**config.mk**
```make
export PLATFORM = sky130hd
export DESIGN_NAME = vga_scan_driver
export DESIGN_NICKNAME = d
export VERILOG_FILES = /design/src/rtl/vga_scan_driver.sv
export SDC_FILE = /design/constraint.sdc
export NUM_CORES = 1
export LEC_CHECK = 0
export CORE_ASPECT_RATIO = 1.2
export CORE_MARGIN = 1
export CORE_UTILIZATION = 36
export CTS_BUF_LIST = sky130_fd_sc_hd__clkbuf_2 sky130_fd_sc_hd__clkbuf_4 sky130_fd_sc_hd__clkbuf_8
export DETAILED_ROUTE_END_ITERATION = 10
export GPL_TIMING_DRIVEN = 0
export PLACE_DENSITY_LB_ADDON = 0.05
export SLEW_MARGIN = 40
export SYNTH_ARGS = -nofsm -noshare
export SYNTH_HDL_FRONTEND = slang
export SYNTH_SLANG_ARGS = --single-unit
```
**constraint.sdc**
```tcl
create_clock -name clk -period 1.8 [get_ports clk]
set_input_delay 0.27 -clock clk [delete_from_list [all_inputs] [get_ports clk]]
set_output_delay 0.27 -clock clk [all_outputs]
set_load 0.05 [all_outputs]
```
**src/rtl/vga_scan_driver.sv**
```systemverilog
// vga_scan_driver
// Generates VGA raster timing (hcounter/vcounter) for the renderers and
// composites the returned per-layer coverage/colour into registered sync,
// data-enable and 24-bit colour outputs.
//
// Ports:
//   clk, rst        system clock, asynchronous active-high reset
//   pix_en          pixel-rate clock enable
//   hcounter        current horizontal position (0..H_TOTAL-1)
//   vcounter        current vertical position   (0..V_TOTAL-1)
//   layer_visible   per-layer coverage of the current position
//   layer_rgb       per-layer colour, layer i in [24i+23:24i]
//   vga_hs, vga_vs  active-low syncs (registered, one pixel behind counters)
//   vga_de          data enable (registered)
//   vga_rgb         output colour (registered)
//   frame_start     one-clock pulse on the wrap to (0,0)
//
// Optional feature macro: VGA_BORDER_EN (draws a BORDER_COLOR frame around
// the active area, taking priority over every layer).

module vga_scan_driver #(
    parameter int          H_ACTIVE     = 640,
    parameter int          H_FP         = 16,
    parameter int          H_SYNC       = 96,
    parameter int          H_BP         = 48,
    parameter int          V_ACTIVE     = 480,
    parameter int          V_FP         = 10,
    parameter int          V_SYNC       = 2,
    parameter int          V_BP         = 33,
    parameter int          LAYERS       = 4,
    parameter logic [23:0] BG_COLOR     = 24'h000000,
    parameter logic [23:0] BORDER_COLOR = 24'hffffff
) (
    input  logic                 clk,
    input  logic                 rst,
    input  logic                 pix_en,
    output logic [9:0]           hcounter,
    output logic [9:0]           vcounter,
    input  logic [LAYERS-1:0]    layer_visible,
    input  logic [24*LAYERS-1:0] layer_rgb,
    output logic                 vga_hs,
    output logic                 vga_vs,
    output logic                 vga_de,
    output logic [23:0]          vga_rgb,
    output logic                 frame_start
);

    localparam int H_TOTAL = H_ACTIVE + H_FP + H_SYNC + H_BP;
    localparam int V_TOTAL = V_ACTIVE + V_FP + V_SYNC + V_BP;

    localparam logic [9:0] H_LAST   = 10'(H_TOTAL - 1);
    localparam logic [9:0] V_LAST   = 10'(V_TOTAL - 1);
    localparam logic [9:0] H_ACT    = 10'(H_ACTIVE);
    localparam logic [9:0] V_ACT    = 10'(V_ACTIVE);
    localparam logic [9:0] HS_BEGIN = 10'(H_ACTIVE + H_FP);
    localparam logic [9:0] HS_END   = 10'(H_ACTIVE + H_FP + H_SYNC);
    localparam logic [9:0] VS_BEGIN = 10'(V_ACTIVE + V_FP);
    localparam logic [9:0] VS_END   = 10'(V_ACTIVE + V_FP + V_SYNC);

    generate
        if (H_TOTAL > 1024) begin : g_h_total_check
            $error("vga_scan_driver: H_TOTAL exceeds 1024");
        end
        if (V_TOTAL > 1024) begin : g_v_total_check
            $error("vga_scan_driver: V_TOTAL exceeds 1024");
        end
        if (LAYERS < 1 || LAYERS > 16) begin : g_layers_check
            $error("vga_scan_driver: LAYERS must be 1..16");
        end
    endgenerate

    logic [9:0]  hcount_q, hcount_d;
    logic [9:0]  vcount_q, vcount_d;
    logic        hs_q, vs_q, de_q, fs_q;
    logic        hs_d, vs_d, de_d, fs_d;
    logic [23:0] rgb_q, rgb_d;
    logic        h_end, v_end, active;

    assign h_end  = (hcount_q == H_LAST);
    assign v_end  = (vcount_q == V_LAST);
    assign active = (hcount_q < H_ACT) && (vcount_q < V_ACT);

    always_comb begin
        hcount_d = hcount_q + 10'd1;
        vcount_d = vcount_q;
        if (h_end) begin
            hcount_d = 10'd0;
            vcount_d = v_end ? 10'd0 : vcount_q + 10'd1;
        end
    end

    always_comb begin
        hs_d = !((hcount_q >= HS_BEGIN) && (hcount_q < HS_END));
        vs_d = !((vcount_q >= VS_BEGIN) && (vcount_q < VS_END));
        de_d = active;
        fs_d = pix_en && h_end && v_end;
    end

    // Walk from the highest layer down so the lowest-indexed visible layer
    // is the last assignment and therefore wins.
    always_comb begin
        rgb_d = BG_COLOR;
        for (int i = LAYERS - 1; i >= 0; i--) begin
            if (layer_visible[i]) begin
                rgb_d = layer_rgb[24*i +: 24];
            end
        end
`ifdef VGA_BORDER_EN
        if (hcount_q == 10'd0 || hcount_q == H_ACT - 10'd1 ||
            vcount_q == 10'd0 || vcount_q == V_ACT - 10'd1) begin
            rgb_d = BORDER_COLOR;
        end
`endif
        if (!active) begin
            rgb_d = 24'h000000;
        end
    end

    always_ff @(posedge clk or posedge rst) begin
        if (rst) begin
            hcount_q <= 10'd0;
            vcount_q <= 10'd0;
            hs_q     <= 1'b1;
            vs_q     <= 1'b1;
            de_q     <= 1'b0;
            rgb_q    <= 24'h000000;
            fs_q     <= 1'b0;
        end else begin
            // frame_start is rewritten every clock so it never stretches
            // across cycles where pix_en is low.
            fs_q <= fs_d;
            if (pix_en) begin
                hcount_q <= hcount_d;
                vcount_q <= vcount_d;
                hs_q     <= hs_d;
                vs_q     <= vs_d;
                de_q     <= de_d;
                rgb_q    <= rgb_d;
            end
        end
    end

    assign hcounter    = hcount_q;
    assign vcounter    = vcount_q;
    assign vga_hs      = hs_q;
    assign vga_vs      = vs_q;
    assign vga_de      = de_q;
    assign vga_rgb     = rgb_q;
    assign frame_start = fs_q;

endmodule

```
==> parameters.txt, run 1 <==
Parameter                              Value

Floorplan
  Die Wd    82.2 um
  Initial core utilization    37.7%
  Std-Cell Core Area    7360 sq um
  Standard-cell row count    34
  I/O pins    151
  Area enclosed by the die boundary    8070 sq um
  DIE HEIGHT    98.2 um

Yosys
  Sequential area share after synthesis    43.3%
  Summed instance area of the synthesized netlist    2780 sq um
  Mean instance size in the synthesized netlist    8.76 sq um
  Prevailing post-synth register cell    sky130_fd_sc_hd__dfrtp_1
  Number of library cell types mapped by synthesis    35
  Number of synthesized flops with an enable pin    0
  Syn nets    424
  Count of yosys warnings during synthesis    0
  Instance count of the mapped netlist    317
  Async set or reset register ratio after synthesis    100%
  Synth Register Bits    48

CTS
  Count of hold-fix buffers inserted at cts    0
  Clock root buffer    sky130_fd_sc_hd__clkbuf_8
  Buffers from clock root to sink, at most    2
  Clk_lat worst skew    300 ps
  Number of clock buffers inserted by TritonCTS    5
  Clock input transition at the sequential cells of the worst setup and hold paths    90 ps
  H-tree Lvls    2
  TritonCTS clock tree    yes
  Total number of clock tree sinks    48

Outcome
  Status    finished, violations left
  Violated checks    negative setup slack

Final layout
  Area taken by multi-input logic gates    1350 sq um
  Final core occ    63.9%
  Area growth from synthesis to final layout    69.3%
  Filler Cells Inserted    679
  Post-layout nets    592
  Ratio of cells with drive above 1 in the final layout    12.1%
  Inserted Diodes    0
  Sequential cell area    1220 sq um

Timing
  F_max    539 MHz
  Final period utilization    103%
  Relative max-transition margin    59.8%
  Crit path time final    1860 ps
  Smallest setup slack after layout    -55.8 ps
  Worst Hold Slack    190 ps
  Number of hold violations in the final report    0
  Setup-failing EPs final    4
  Transition at the pin with the smallest max-transition slack    606 ps
  RSZ-0062 raised after global routing    true
  Layout Skew    5.52 ps
  Max-slew violation total from the final report    0

Setup path
  Depth of the most critical reg-to-reg path    5
  CP Cell Sequence    or4b_4 > or4_4 > buf_8 > nand2_2 > a31oi_1
  Crit Path Category    register to register
  Stages on the worst setup path    5
  Critical path startpoint category    register
  Worst path required time    1960 ps
  Crit path arrival time    2020 ps
  Buf+Inv Stages, Crit Path    1
  CP endpoint kind    register
  Critical path's top delay family    simple AND/OR/NAND/NOR gates
  Slowest cell delay on critical path    540 ps
  Largest driver fanout on the critical path    6
  CP max-delay cell    sky130_fd_sc_hd__or4b_4

Run
  Maximum capacitance violations    0

Detailed routing
  Wire length after detailed routing    9300 um
  Drt pass-1 iters    4
  First DRT Iteration DRCs    87
  DR vias/cell    5.29
  Mean routed wirelength per cell    16.1 um
  Number of nets with antenna violations after detailed routing    0
  Count of vias placed by the detailed router    3048
  Number of remaining DRC errors    0

Global routing
  Number of global-route vias before repair    3010
  Wire length of the first global-routing pass    14600 um
  Global routing usage summed across all routing layers    23.7%
  Largest net degree at the start of global routing    44
  GR Overflow Total    0
  Initial antenna violation count    0

Power and ir drop
  Areal power density over the cells    739 nW/um^2
  Net load switching power    1.29 mW
  Max IR drop VDD    0.000614 V
  P_int    2.19 mW
  Proportion of power drawn by flip-flops and latches    38.7%
  Clock network fraction of design power    22.6%
  Combinational group share of total power    38.7%
  Net switching fraction of the power    37.1%
  Leakage power figure    2.17 nW

Place
  Routability congestion estimate from global placement    0.828
  Sum of net half-perimeters after detailed placement    7160 um
  Input/output buffers    147

Min path
  Hold/Removal Path Class    primary input to asynchronous set/reset pin
==> cells in the mapped netlist, types with 10 or more instances <==
library cell	count	area [sq um]
sky130_fd_sc_hd__nand2_1	12	45.0
sky130_fd_sc_hd__o21ai_0	10	50.1
sky130_fd_sc_hd__o22ai_1	26	163
sky130_fd_sc_hd__nand3_1	11	55.1
sky130_fd_sc_hd__inv_1	58	218
sky130_fd_sc_hd__a22oi_1	24	180
sky130_fd_sc_hd__clkbuf_1	22	82.6
sky130_fd_sc_hd__dfrtp_1	46	1150
sky130_fd_sc_hd__a21oi_1	27	135
sky130_fd_sc_hd__a221o_1	23	230
==> cell type report <==
type / instances / share of cell area, %
sequential: 48 / 25.9
timing repair buffer: 161 / 33.7
tap: 90 / 2.39
multi-input combinational: 188 / 28.7
inverter: 58 / 4.68
clock inverter: 2 / 0.745
buffer: 23 / 2.23
clock buffer: 6 / 1.62
==> metal layers <==
layer	GRT usage [%]	wire, um	up-vias
li1	-	-	1496
met1	28.7	3750	1419
met2	40.4	4740	117
met3	6.07	638	16
met4	7.15	169	0
met5	0	0	-
==> kinds of logic after synthesis <==
family          Yosys count  share of synthesized area [%]
compound gates          116                           29.0
xor+xnor                 10                           3.15
fa+ha+maj                 4                           1.80
buf+inv                  81                           11.0
flops                    48                           43.3
mux                       1                          0.360
simple gates             57                           11.4
==> power groups by stage <==
stage | sequential [mW] | combinational [mW] | clock, mW
after floorplan | 1.77 | 0.340 | 0
after global placement | 1.38 | 1.31 | 0
after detailed placement | 1.38 | 1.33 | 0
after CTS | 1.35 | 1.32 | 0.802
after global routing | 1.37 | 1.44 | 0.840
final | 1.35 | 1.35 | 0.785
==> stage by stage <==
stage | cell area [sq um] | TNS [ps] | cells | setup slack (ps) | power [mW]
3_3_place_gp | 4390 | -32350 | 554 | -708 | 2.69
3_5_place_dp | 4410 | -4800 | 555 | -230 | 2.70
2_1_floorplan | 2810 | -859 | 317 | -161 | 2.11
6_report | 4700 | -127 | 576 | -55.8 | 3.48
4_1_cts | 4600 | -113 | 571 | -55.3 | 3.47
5_1_grt | 4700 | -455 | 576 | -95.1 | 3.64
==> sequential cells by signal, indices dropped and copies added, names as in the netlist <==
register     count
vga_hs           1
vga_de           1
vga_rgb         24
frame_start      1
hcounter        10
vcounter        10
vga_vs           1
==> layout by cell type (no fill, tap or decap), drive strengths merged, types with 3 or more instances in the layout <==
cell and instances:
o21ai 10, nand3 11, a31oi 3, buf 16, and3 3, nor3 6
dlygate4sd2 20, a22oi 24, or3 3, clkbuf 27, nand2 12, o22ai 26
nor2 5, xnor2 6, nor4 3, ha 4, xor2 4, clkdlybuf4s50 120
dlymetal6s2s 7, a221o 23, inv 58, nand4 6, a21oi 27, dfrtp 46
==> worst paths after layout <==
path	from	end	slack [ps]
hold reg to reg	vga_hs	vga_hs	500
setup reg to reg	vcounter[7]	vcounter[2]	-60
max in group asynchronous	rst	vga_hs	1120
min in group clk	vga_hs	vga_hs	500
hold / removal	rst	vcounter[5]	190
setup / recovery	vcounter[7]	vcounter[2]	-60
==> timing repair <==
action                                  CTS  global route
buffers inserted                          8             5
pin swaps                                 6             8
resized for setup                        28            24
endpoints found under the setup margin   30            36
No activity file was read; power rests on OpenSTA's default activity.
==> inputs of run 2 (changes only) <==
CTS_CLUSTER_DIAMETER = 150   (was not set)
==> results of run 2 <==
No change in the layout: final DEF, timing and power equal those of run 1.
